===== src/rtl/wb_port_arbiter.sv =====
// Register-file write port arbiter: pipeline writeback has priority, queued
// long-latency results drain on free cycles, with an age-forced grant.
module wb_port_arbiter #(
    parameter int DEPTH    = 2,
    parameter int MAX_WAIT = 4
) (
    input  logic                   clk,
    input  logic                   rst,
    input  logic [4:0]             pipe_rd_addr_i,
    input  logic [31:0]            pipe_rd_data_i,
    input  logic                   pipe_rd_wen_i,
    input  logic                   ll_valid_i,
    output logic                   ll_ready_o,
    input  logic [4:0]             ll_rd_addr_i,
    input  logic [31:0]            ll_rd_data_i,
    output logic [4:0]             rd_addr_o,
    output logic [31:0]            rd_data_o,
    output logic                   rd_wen_o,
    output logic                   stall_o,
    output logic [$clog2(DEPTH):0] ll_pending_o
);

    localparam int AW = $clog2(DEPTH);
    localparam int CW = AW + 1;
    localparam int WW = $clog2(MAX_WAIT + 1);

    typedef enum logic [1:0] {
        IDLE,
        PEND,
        FORCE
    } state_t;

    state_t        state;
    state_t        state_nxt;
    logic [4:0]    mem_addr [DEPTH];
    logic [31:0]   mem_data [DEPTH];
    logic [AW-1:0] wr_ptr;
    logic [AW-1:0] rd_ptr;
    logic [CW-1:0] cnt;
    logic [CW-1:0] cnt_nxt;
    logic [WW-1:0] wait_cnt;
    logic [WW-1:0] wait_nxt;
    logic          pipe_busy;
    logic          full;
    logic          push;
    logic          pop;
    logic          waw;
    logic          denied;
    logic          wen_sel;
    logic          stall_sel;
    logic [4:0]    head_addr;
    logic [31:0]   head_data;

    assign pipe_busy    = pipe_rd_wen_i && (pipe_rd_addr_i != 5'd0);
    assign full         = (cnt == CW'(DEPTH));
    assign ll_ready_o   = !rst && !full;
    assign push         = ll_valid_i && ll_ready_o;
    assign head_addr    = mem_addr[rd_ptr];
    assign head_data    = mem_data[rd_ptr];
    assign waw          = pipe_busy && (head_addr == pipe_rd_addr_i);
    assign rd_wen_o     = wen_sel && !rst;
    assign stall_o      = stall_sel && !rst;
    assign ll_pending_o = rst ? '0 : cnt;

    always_comb begin
        rd_addr_o = pipe_rd_addr_i;
        rd_data_o = pipe_rd_data_i;
        wen_sel   = pipe_rd_wen_i;
        stall_sel = 1'b0;
        pop       = 1'b0;
        denied    = 1'b0;
        if (state != IDLE) begin
            // A same-register pipe write makes the queued older result dead.
            if (waw) begin
                pop = 1'b1;
            end else if (!pipe_busy || state == FORCE) begin
                pop       = 1'b1;
                rd_addr_o = head_addr;
                rd_data_o = head_data;
                wen_sel   = (head_addr != 5'd0);
                stall_sel = pipe_busy;
            end else begin
                denied = 1'b1;
            end
        end
    end

    always_comb begin
        cnt_nxt   = cnt + CW'(push) - CW'(pop);
        wait_nxt  = wait_cnt;
        state_nxt = state;
        if (pop) begin
            wait_nxt = '0;
        end else if (denied && wait_cnt != WW'(MAX_WAIT)) begin
            wait_nxt = wait_cnt + WW'(1);
        end
        unique case (state)
            IDLE: begin
                if (push) state_nxt = PEND;
            end
            PEND: begin
                if (cnt_nxt == '0) begin
                    state_nxt = IDLE;
                end else if (wait_nxt == WW'(MAX_WAIT)) begin
                    state_nxt = FORCE;
                end
            end
            FORCE: begin
                state_nxt = (cnt_nxt == '0) ? IDLE : PEND;
            end
            default: state_nxt = IDLE;
        endcase
    end

    always_ff @(posedge clk) begin
        if (rst) begin
            state    <= IDLE;
            cnt      <= '0;
            wait_cnt <= '0;
            wr_ptr   <= '0;
            rd_ptr   <= '0;
        end else begin
            state    <= state_nxt;
            cnt      <= cnt_nxt;
            wait_cnt <= wait_nxt;
            if (push) wr_ptr <= wr_ptr + AW'(1);
            if (pop) rd_ptr <= rd_ptr + AW'(1);
        end
    end

    always_ff @(posedge clk) begin
        if (push) begin
            mem_addr[wr_ptr] <= ll_rd_addr_i;
            mem_data[wr_ptr] <= ll_rd_data_i;
        end
    end

endmodule

===== config.mk =====
export PLATFORM = sky130hd
export DESIGN_NAME = wb_port_arbiter
export DESIGN_NICKNAME = d
export VERILOG_FILES = /design/src/rtl/wb_port_arbiter.sv
export SDC_FILE = /design/constraint.sdc
export NUM_CORES = 1
export LEC_CHECK = 0
export CAP_MARGIN = 20
export CORE_MARGIN = 4
export CORE_UTILIZATION = 50
export DETAILED_ROUTE_END_ITERATION = 8
export PLACE_DENSITY = 0.94
export SYNTH_ARGS = -nofsm -noshare
export SYNTH_HDL_FRONTEND = slang
export SYNTH_SLANG_ARGS = --single-unit

===== constraint.sdc =====
create_clock -name clk -period 7.2 [get_ports clk]
set_input_delay 1.44 -clock clk [delete_from_list [all_inputs] [get_ports clk]]
set_output_delay 1.44 -clock clk [all_outputs]
set_load 0.02 [all_outputs]

==> metrics, run 1 <==
Area after DPL=5160 µm²; dpl hpwl=5750 µm; Hold/Removal Path Class=reg2reg; Pwr Density=242 nW/µm²; worst relative slew slack=0.280; leading post-synthesis cells by cell area=sky130_fd_sc_hd__edfxtp_1 57%, sky130_fd_sc_hd__mux2_2 15%, sky130_fd_sc_hd__mux2_4 5.4%, sky130_fd_sc_hd__dfxtp_1 5.1%, sky130_fd_sc_hd__mux2i_1 2.1%; sort of element at the start of the critical path=input port; global-route wire length before repair=12300 µm; GRT Residual Overflow=0; TritonCTS clock tree=yes; DRC violation count after routing=0; top_reg_cell synth=sky130_fd_sc_hd__edfxtp_1; max_cap viols=0; routed wire length per instance=16.9 µm; die boundary width=96.3 µm; proportion of synthesized chip area in sequential cells=0.621; leakage=1.87 nW; area delta synth->final=39.1%; total length of routed met2 wires=3860 µm; setup repair after global routing missed its margin=false; DRT Pass-1 Iters=4; Net Count, Synth=332; clock insertion delay at the later pin of the skew report=350 ps; Final Max Slew Viols=0; wire length reported by the detailed router=8050 µm; Synth warnings=0; EDFF count, synth=74; port buffer count=119; setup-violating endpoint count in the final report=0; actual transition at the worst max-transition pin=1080 ps; clock transition time at the flip-flop clock pins of the worst setup and hold paths=70 ps; highest metal used=met4; overall global routing resource usage=0.179; capturing element type of the critical path=output port; H-Tree Depth=3; outcome=finished, final reports clean; register bit total from synthesis=84; height of the chip=96.3 µm; clk buf depth=2; count of inserted antenna diode cells=0; count of pins on the block boundary=120; cts bufs inserted=9; met3 wirelength from detailed routing=716 µm; commonest non-fill, non-tap cell in the layout=sky130_fd_sc_hd__clkdlybuf4s50_1; number of gates given a new drive strength after cts=0; sink count of the clock tree=84; proportion of layout cells with a drive suffix above 1=0.244; commonest cells after routing, fill and taps aside=119 x sky130_fd_sc_hd__clkdlybuf4s50_1, 74 x sky130_fd_sc_hd__edfxtp_1, 53 x sky130_fd_sc_hd__mux2_2; instance count of the mapped netlist=250; Core Region=7410 µm²; worst-case vdd ir drop=0.143 mV; Layout Nets=454; overall via count from detail_route=2480; cts-stage hold buffer count=0; via count of the first global-routing pass=2589; Total Negative Setup Slacks=0 ps; Netlist Area Pre-Place=3900 µm²; Row Count=31; critical path class=in2out; initial antenna violation count=0; post-synthesis cell type count=37; signal arrival time at the worst endpoint=4340 ps; final hold violation count=0; First DRT Iteration DRCs=85; post-route clock period utilization=0.802; time the worst path needs with I/O delays and setup=5780 ps; highest clock rate=173 MHz; setup fix buffers added after clock tree synthesis=0; vias per std cell=5.21; Synth area leader=sky130_fd_sc_hd__edfxtp_1; Die Outline Area=9280 µm²; Mean Syn Cell Area=15.6 µm²; met1 layer wirelength in the final routing=3360 µm; gp weighted congestion=0.792; final instance area=5430 µm²; Layout Skew=14.0 ps; required time of the critical path=5760 ps; Async SR Flop Fraction=0; clk root buf=sky130_fd_sc_hd__clkbuf_8; maximum number of pins on one net before global-route repair=40; antenna-violating nets left=0; Initial Utilization=0.526; Yosys top cell area share=0.570; peak fanout along the critical path=38
==> cells by family after synthesis <==
logic type                 Yosys count  synth area share
DFF                                 84             0.621
muxes                               77             0.235
and+or+nand+nor                     37            0.0488
buffers and inverters               20            0.0273
AOI/OAI and AO/OA                   19            0.0353
xor gates and xnor gates             9            0.0202
adders and majority gates            4            0.0128
==> report_power, final <==
group          total (mW)  internal (mW)  switching, mW
sequential          0.598          0.569         0.0293
clock               0.360          0.194          0.166
combinational       0.354          0.200          0.154
total                1.31          0.963          0.349
==> sequential cells by signal, indices dropped and copies added, names as in the netlist, named ones only <==
name	flops
mem_data	64
mem_addr	10
wr_ptr	1
rd_ptr	1
wait_cnt	3
cnt	2
state	2
==> final timing paths <==
| kind | start | endpoint | slack, ps | cells past startpoint |
|---|---|---|---|---|
| hold reg to reg | wait_cnt[2] | wait_cnt[2] | 520 | 2 |
| setup / recovery | pipe_rd_addr_i[4] | rd_data_o[23] | 1420 | 7 |
| setup reg to reg | flip-flop | state[0] | 3240 | 14 |
| hold / removal | wait_cnt[2] | wait_cnt[2] | 520 | 2 |
==> routing by layer <==
metal	GRT usage	up-vias
met1	0.221	1183
met2	0.293	102
met4	0.0701	0
met5	0	-
li1	-	1187
met3	0.0571	8
==> critical path, stage by stage <==
cell and delay [ps]:
sky130_fd_sc_hd__clkdlybuf4s50_1 460, sky130_fd_sc_hd__inv_1 110, sky130_fd_sc_hd__nand4_1 120, sky130_fd_sc_hd__o21ai_0 300
sky130_fd_sc_hd__o22a_2 930, sky130_fd_sc_hd__mux2_2 420, sky130_fd_sc_hd__clkdlybuf4s50_1 540
==> final cells by class <==
class | count | area [µm²]
fill | 457 | 1980
inverter | 10 | 37.5
clock buffer | 9 | 124
clock inverter | 7 | 90.1
tap | 99 | 124
multi-input combinational | 146 | 1390
timing repair buffer | 121 | 1240
sequential | 84 | 2420
==> synth_stat cells, types with 2 or more instances <==
library cell / instances
sky130_fd_sc_hd__nor2b_1: 7
sky130_fd_sc_hd__nor3_1: 3
sky130_fd_sc_hd__xnor2_1: 8
sky130_fd_sc_hd__a21oi_1: 6
sky130_fd_sc_hd__nand2_1: 7
sky130_fd_sc_hd__mux2_4: 14
sky130_fd_sc_hd__o21ai_0: 3
sky130_fd_sc_hd__edfxtp_1: 74
sky130_fd_sc_hd__inv_1: 10
sky130_fd_sc_hd__buf_6: 4
sky130_fd_sc_hd__dfxtp_1: 10
sky130_fd_sc_hd__ha_1: 4
sky130_fd_sc_hd__clkbuf_1: 5
sky130_fd_sc_hd__nand4_1: 2
sky130_fd_sc_hd__mux2i_2: 2
sky130_fd_sc_hd__nor2_1: 11
sky130_fd_sc_hd__mux2_2: 53
sky130_fd_sc_hd__mux2i_1: 8
==> through the flow <==
stage                     setup slack [ps]   util  hold slack [ps]  total power, mW  instances
after floorplan                       2990      -              479            0.821        250
after global placement                1540  0.697              497            0.949        458
after detailed placement              1420  0.697              508            0.961        458
after CTS                             1410  0.726              522             1.32        474
after global routing                  1250  0.732              558             1.37        476
final                                 1420  0.732              520             1.31        476
No activity file was read; power rests on OpenSTA's default activity.
==> inputs of run 2 (changes only) <==
--- a/config.mk
+++ b/config.mk
@@ -7,9 +7,9 @@
 export LEC_CHECK = 0
 export CAP_MARGIN = 20
 export CORE_MARGIN = 4
-export CORE_UTILIZATION = 50
+export CORE_UTILIZATION = 42
 export DETAILED_ROUTE_END_ITERATION = 8
-export PLACE_DENSITY = 0.94
+export PLACE_DENSITY = 0.85
 export SYNTH_ARGS = -nofsm -noshare
 export SYNTH_HDL_FRONTEND = slang
 export SYNTH_SLANG_ARGS = --single-unit
==> constraint.sdc (replaced) <==
create_clock -name clk -period 4.74 [get_ports clk]
set_input_delay 0.948 -clock clk [delete_from_list [all_inputs] [get_ports clk]]
set_output_delay 0.948 -clock clk [all_outputs]
set_load 0.02 [all_outputs]
==> metrics, run 2 (synthesis results as in run 1) <==
worst relative slew slack=0.618 (+0.338); worst path bufs/invs=2 (-1); max_cap viols=0 (unchanged); overall global routing resource usage=0.154 (-0.0248); post-route clock period utilization=0.892; overall via count from detail_route=2493 (+0.52%); setup-violating endpoint count in the final report=0 (unchanged); highest clock rate=236 MHz; critical path class=reg2out; Pwr Density=360 nW/µm² (+49%); clock transition time at the flip-flop clock pins of the worst setup and hold paths=80 ps (about the same); initial antenna violation count=0 (unchanged); Die Outline Area=10900 µm² (+17%); wire length reported by the detailed router=8150 µm (+1.3%); Core Region=8890 µm² (+20%); maximum number of pins on one net before global-route repair=38 (-5.0%); DRT Pass-1 Iters=6 (+2); port buffer count=119 (unchanged); cts bufs inserted=9 (unchanged); hold_sp=wait_cnt[2]; Setup Slack @ Placement=513 ps (-909 ps); sink count of the clock tree=84 (unchanged); time the worst path needs with I/O delays and setup=4230 ps; actual transition at the worst max-transition pin=573 ps (-507 ps); Area after DPL=5230 µm² (+1.3%); clk buf depth=2 (unchanged); outcome=finished, final reports clean; biggest registers after layout=mem_data: 64 flops, mem_addr: 10 flops, wait_cnt: 3 flops; worst-case reg-to-reg path depth=14 (unchanged); number of logic stages on the critical path including buffering=8 (+1); Layout Nets=458 (+0.88%); setup fix buffers added after clock tree synthesis=0 (unchanged); signal arrival time at the worst endpoint=3280 ps (-1060 ps); antenna-violating nets left=0 (unchanged); leakage=1.87 nW (about the same); Top reg by flops=mem_data; critical path capture point=rd_wen_o; required time of the critical path=3790 ps (-1970 ps); via count of the first global-routing pass=2759 (+6.6%); H-Tree Depth=3 (unchanged); height of the chip=104 µm (+8.4%); gp weighted congestion=0.779 (-1.6%); kind of cell adding the most delay to the critical path=buffers and inverters; worst-case vdd ir drop=0.184 mV (+29%); capturing element type of the critical path=output port; Crit path largest cell delay=700 ps (-230 ps); sort of element at the start of the critical path=flip-flop; proportion of layout cells with a drive suffix above 1=0.255 (+0.0106); critical path's slowest cell=sky130_fd_sc_hd__dfxtp_2; cts-stage hold buffer count=0 (unchanged); final hold violation count=0 (unchanged); vias per std cell=5.09 (-2.3%); R2R setup slack=1050 ps (-2190 ps); Layout Skew=14.9 ps (+0.915 ps); dpl hpwl=5950 µm (+3.4%); flip-flop count of the largest register after layout=64 (unchanged); GRT Residual Overflow=0 (unchanged); clk root buf=sky130_fd_sc_hd__clkbuf_8; routed wire length per instance=16.6 µm (-1.6%); cells along the critical path=mux2i_2, xnor2_1, nor3_2, a21oi_1, o22a_2, buf_4, a311oi_2, clkdlybuf4s50_1; peak fanout along the critical path=21 (-45%); DRC violation count after routing=0 (unchanged); Row Count=34 (+9.7%); die boundary width=104 µm (+8.4%); First DRT Iteration DRCs=87 (+2.4%); smallest setup slack after layout=510 ps (-914 ps); Total Negative Setup Slacks=0 ps (unchanged); global-route wire length before repair=13400 µm (+9.1%); number of gates given a new drive strength after cts=0 (unchanged); area delta synth->final=39.3%; count of pins on the block boundary=120 (unchanged); Final Max Slew Viols=0 (unchanged); clock insertion delay at the later pin of the skew report=350 ps (about the same); commonest non-fill, non-tap cell in the layout=sky130_fd_sc_hd__clkdlybuf4s50_1; TritonCTS clock tree=yes; Hold/Removal Path Class=reg2reg; final instance area=5430 µm² (+0.14%); commonest cells after routing, fill and taps aside=119 x sky130_fd_sc_hd__clkdlybuf4s50_1, 74 x sky130_fd_sc_hd__edfxtp_1, 53 x sky130_fd_sc_hd__mux2_2; worst r2r dst=state[0]; setup repair after global routing missed its margin=false; Initial Utilization=0.439 (-0.0878)
==> run 2: area by class of cell <==
class	count	area [µm²]
Multi-Input combinational cell	146	1390
Inverter	10	37.5
Clock inverter	7	73.8
Sequential cell	84	2420
Clock buffer	9	124
Tap cell	108	135
Timing Repair Buffer	125	1250
Fill cell	660	3460
Antenna cell	1	2.50
==> run 2: per-stage QoR <==
step / power, mW / instances / util / hold WS, ps
floorplan: 1.25 / 250 / - / 479
global placement: 1.46 / 473 / 0.589 / 491
detailed placement: 1.47 / 473 / 0.589 / 527
CTS: 1.98 / 489 / 0.611 / 540
global route: 2.04 / 489 / 0.611 / 603
finish: 1.96 / 490 / 0.611 / 552
==> run 2: how the worst min path moves through the flow <==
stage | end | slack, ps | cells past startpoint
3_3_place_gp | wait_cnt[2] | 490 | 2
2_1_floorplan | wait_cnt[2] | 480 | 2
4_1_cts | wait_cnt[2] | 540 | 2
6_report | wait_cnt[2] | 550 | 2
3_5_place_dp | wait_cnt[2] | 530 | 2
5_1_grt | wait_cnt[2] | 600 | 2
==> run 2: worst register-to-register path, cell delays in order (launching register included) <==
cell and delay (ps):
sky130_fd_sc_hd__dfxtp_2 700, sky130_fd_sc_hd__mux2i_2 410, sky130_fd_sc_hd__xnor2_1 130, sky130_fd_sc_hd__nor3_2 260, sky130_fd_sc_hd__nand2_1 170, sky130_fd_sc_hd__a31oi_2 340
sky130_fd_sc_hd__ha_1 290, sky130_fd_sc_hd__inv_1 50, sky130_fd_sc_hd__ha_1 150, sky130_fd_sc_hd__xor2_1 180, sky130_fd_sc_hd__xnor2_1 120, sky130_fd_sc_hd__nor2b_1 150
sky130_fd_sc_hd__a2111oi_0 460, sky130_fd_sc_hd__a41oi_1 80, sky130_fd_sc_hd__o21ai_0 100
==> run 2: power breakdown <==
group | switching, mW | internal [mW]
clock network | 0.259 | 0.246
registers | 0.0344 | 0.864
logic | 0.245 | 0.306
==> run 2: metal layers <==
metal	wire, µm	part of all wire	GRT usage
met5	0	0	0
met4	139	0.017	0.0617
met3	623	0.076	0.0503
met2	4010	0.49	0.267
met1	3380	0.41	0.176
==> inputs of run 3 (changes only) <==
--- a/config.mk
+++ b/config.mk
@@ -9,7 +9,7 @@
 export CORE_MARGIN = 4
 export CORE_UTILIZATION = 42
 export DETAILED_ROUTE_END_ITERATION = 8
-export PLACE_DENSITY = 0.85
+export PLACE_DENSITY = 0.79
 export SYNTH_ARGS = -nofsm -noshare
 export SYNTH_HDL_FRONTEND = slang
 export SYNTH_SLANG_ARGS = --single-unit
==> metrics, run 3 (synthesis results as in run 1) <==
DRT Pass-1 Iters=4 (-2); outcome=finished, final reports clean; DRC violation count after routing=0 (unchanged); cts-stage hold buffer count=0 (unchanged); setup fix buffers added after clock tree synthesis=0 (unchanged); worst relative slew slack=0.471 (-0.147); height of the chip=104 µm (unchanged); clock transition time at the flip-flop clock pins of the worst setup and hold paths=80 ps (about the same); port buffer count=119 (unchanged); Top reg by flops=mem_data; post-route clock period utilization=0.907 (+0.0147); routed wire length per instance=15.9 µm (-4.6%); actual transition at the worst max-transition pin=791 ps (+219 ps); via count of the first global-routing pass=2648 (-4.0%); First DRT Iteration DRCs=82 (-5.7%); area delta synth->final=38.7%; leakage=1.86 nW (-0.85%); count of cells along the worst hold path=2 (unchanged); maximum number of pins on one net before global-route repair=39 (+2.6%); capturing element type of the critical path=output port; end of the worst hold path=wait_cnt[2]; Worst Hold Margin=542 ps (-10.9 ps); sort of element at the start of the critical path=input port; flip-flop count of the largest register after layout=64 (unchanged); required time of the critical path=3790 ps (about the same); worst r2r dst=state[0]; global-route wire length before repair=12500 µm (-6.9%); initial antenna violation count=0 (unchanged); Core Region=8890 µm² (unchanged); max_cap viols=0 (unchanged); clk root buf=sky130_fd_sc_hd__clkbuf_8; Seq pwr share=0.472 (+0.012); clock network fraction of design power=0.238 (-0.021); cts bufs inserted=9 (unchanged); vias per std cell=5.01 (-1.6%); Hold/Removal Path Class=reg2reg; biggest registers after layout=mem_data: 64 flops, mem_addr: 10 flops, wait_cnt: 3 flops; gp weighted congestion=0.796 (+2.2%); antenna-violating nets left=0 (unchanged); combinational share of power=0.291 (+0.009); sink count of the clock tree=84 (unchanged); worst-case reg-to-reg path depth=14 (unchanged); final hold violation count=0 (unchanged); commonest cells after routing, fill and taps aside=119 x sky130_fd_sc_hd__clkdlybuf4s50_1, 74 x sky130_fd_sc_hd__edfxtp_1, 53 x sky130_fd_sc_hd__mux2_2; Die Outline Area=10900 µm² (unchanged); clk buf depth=2 (unchanged); signal arrival time at the worst endpoint=3350 ps (+70 ps); overall global routing resource usage=0.144 (-0.0101); wire length reported by the detailed router=7760 µm (-4.8%); peak fanout along the critical path=38 (+81%); worst-case vdd ir drop=0.159 mV (-13%); Layout Skew=10.7 ps (-4.26 ps); Initial Utilization=0.439 (unchanged); Layout Nets=458 (unchanged); commonest non-fill, non-tap cell in the layout=sky130_fd_sc_hd__clkdlybuf4s50_1; Total Negative Setup Slacks=0 ps (unchanged); R2R setup slack=1370 ps (+320 ps); internal power summed over all cells=1.36 mW (-3.8%); hold_sp=wait_cnt[2]; H-Tree Depth=3 (unchanged); number of inserted filler cells in the final layout=701 (+6.2%); setup repair after global routing missed its margin=false; clock insertion delay at the later pin of the skew report=340 ps (about the same); setup-violating endpoint count in the final report=0 (unchanged); number of gates given a new drive strength after cts=0 (unchanged); dpl hpwl=5640 µm (-5.2%); proportion of layout cells with a drive suffix above 1=0.255 (unchanged); die boundary width=104 µm (unchanged); switching power of the nets=0.532 mW (-1.2%); count of inserted antenna diode cells=0 (-1); Sw Share=0.281 (+0.00534); Pwr Density=350 nW/µm² (-2.6%); time the worst path needs with I/O delays and setup=4300 ps (+69.6 ps); critical path class=in2out; TritonCTS clock tree=yes; GRT Residual Overflow=0 (unchanged); count of pins on the block boundary=120 (unchanged); overall via count from detail_route=2448 (-1.8%); highest clock rate=233 MHz (-1.6%); Row Count=34 (unchanged); Final Max Slew Viols=0 (unchanged)
run 3: worst max-delay path, cell delays in order:
cell and delay (ps):
sky130_fd_sc_hd__clkdlybuf4s50_1 450, sky130_fd_sc_hd__inv_1 90, sky130_fd_sc_hd__nand4_1 110, sky130_fd_sc_hd__o21ai_0 340, sky130_fd_sc_hd__o22a_2 220, sky130_fd_sc_hd__buf_12 240, sky130_fd_sc_hd__mux2_2 370, sky130_fd_sc_hd__clkdlybuf4s50_1 540
run 3: metrics by stage:
stage / instance area [µm²] / total power, mW / utilization / instances / worst slack, ps
floorplan: 3900 / 1.25 / - / 250 / 1130
global placement: 5230 / 1.46 / 0.589 / 473 / 538
detailed placement: 5230 / 1.47 / 0.589 / 473 / 456
CTS: 5410 / 1.92 / 0.608 / 489 / 442
global route: 5410 / 1.99 / 0.608 / 489 / 296
finish: 5410 / 1.90 / 0.608 / 489 / 440
run 3: per-layer routing:
layer | share of wire | global-route usage
met4 | 0.016 | 0.0551
met1 | 0.44 | 0.179
met2 | 0.47 | 0.232
met3 | 0.079 | 0.0497
met5 | 0 | 0
run 3: final cells by class:
| cell class | instances | area (µm²) | area share |
|---|---|---|---|
| clock buffers | 10 | 128 | 0.0236 |
| repair buffers | 125 | 1250 | 0.231 |
| inverters | 10 | 37.5 | 0.00694 |
| well taps | 108 | 135 | 0.0250 |
| clock inverters | 6 | 48.8 | 0.00902 |
| flip-flops and latches | 84 | 2420 | 0.448 |
| multi-input cells | 146 | 1390 | 0.257 |
run 3: worst max-delay path by stage:
stage	to	cells past startpoint	start	slack, ps
after floorplan	mem_addr[0][0]	3	rst	1130
after global placement	rd_wen_o	8	pipe_rd_addr_i[4]	540
after detailed placement	rd_data_o[18]	8	pipe_rd_addr_i[0]	460
after CTS	rd_data_o[23]	8	pipe_rd_addr_i[0]	440
after global routing	rd_data_o[9]	8	pipe_rd_addr_i[1]	300
final	rd_data_o[10]	8	pipe_rd_addr_i[1]	440
run 3: power groups by stage:
stage	combinational, mW	sequential, mW	clock [mW]
floorplan	0.349	0.898	0
global placement	0.547	0.909	0
detailed placement	0.558	0.912	0
CTS	0.560	0.895	0.466
global route	0.592	0.901	0.498
finish	0.551	0.894	0.450
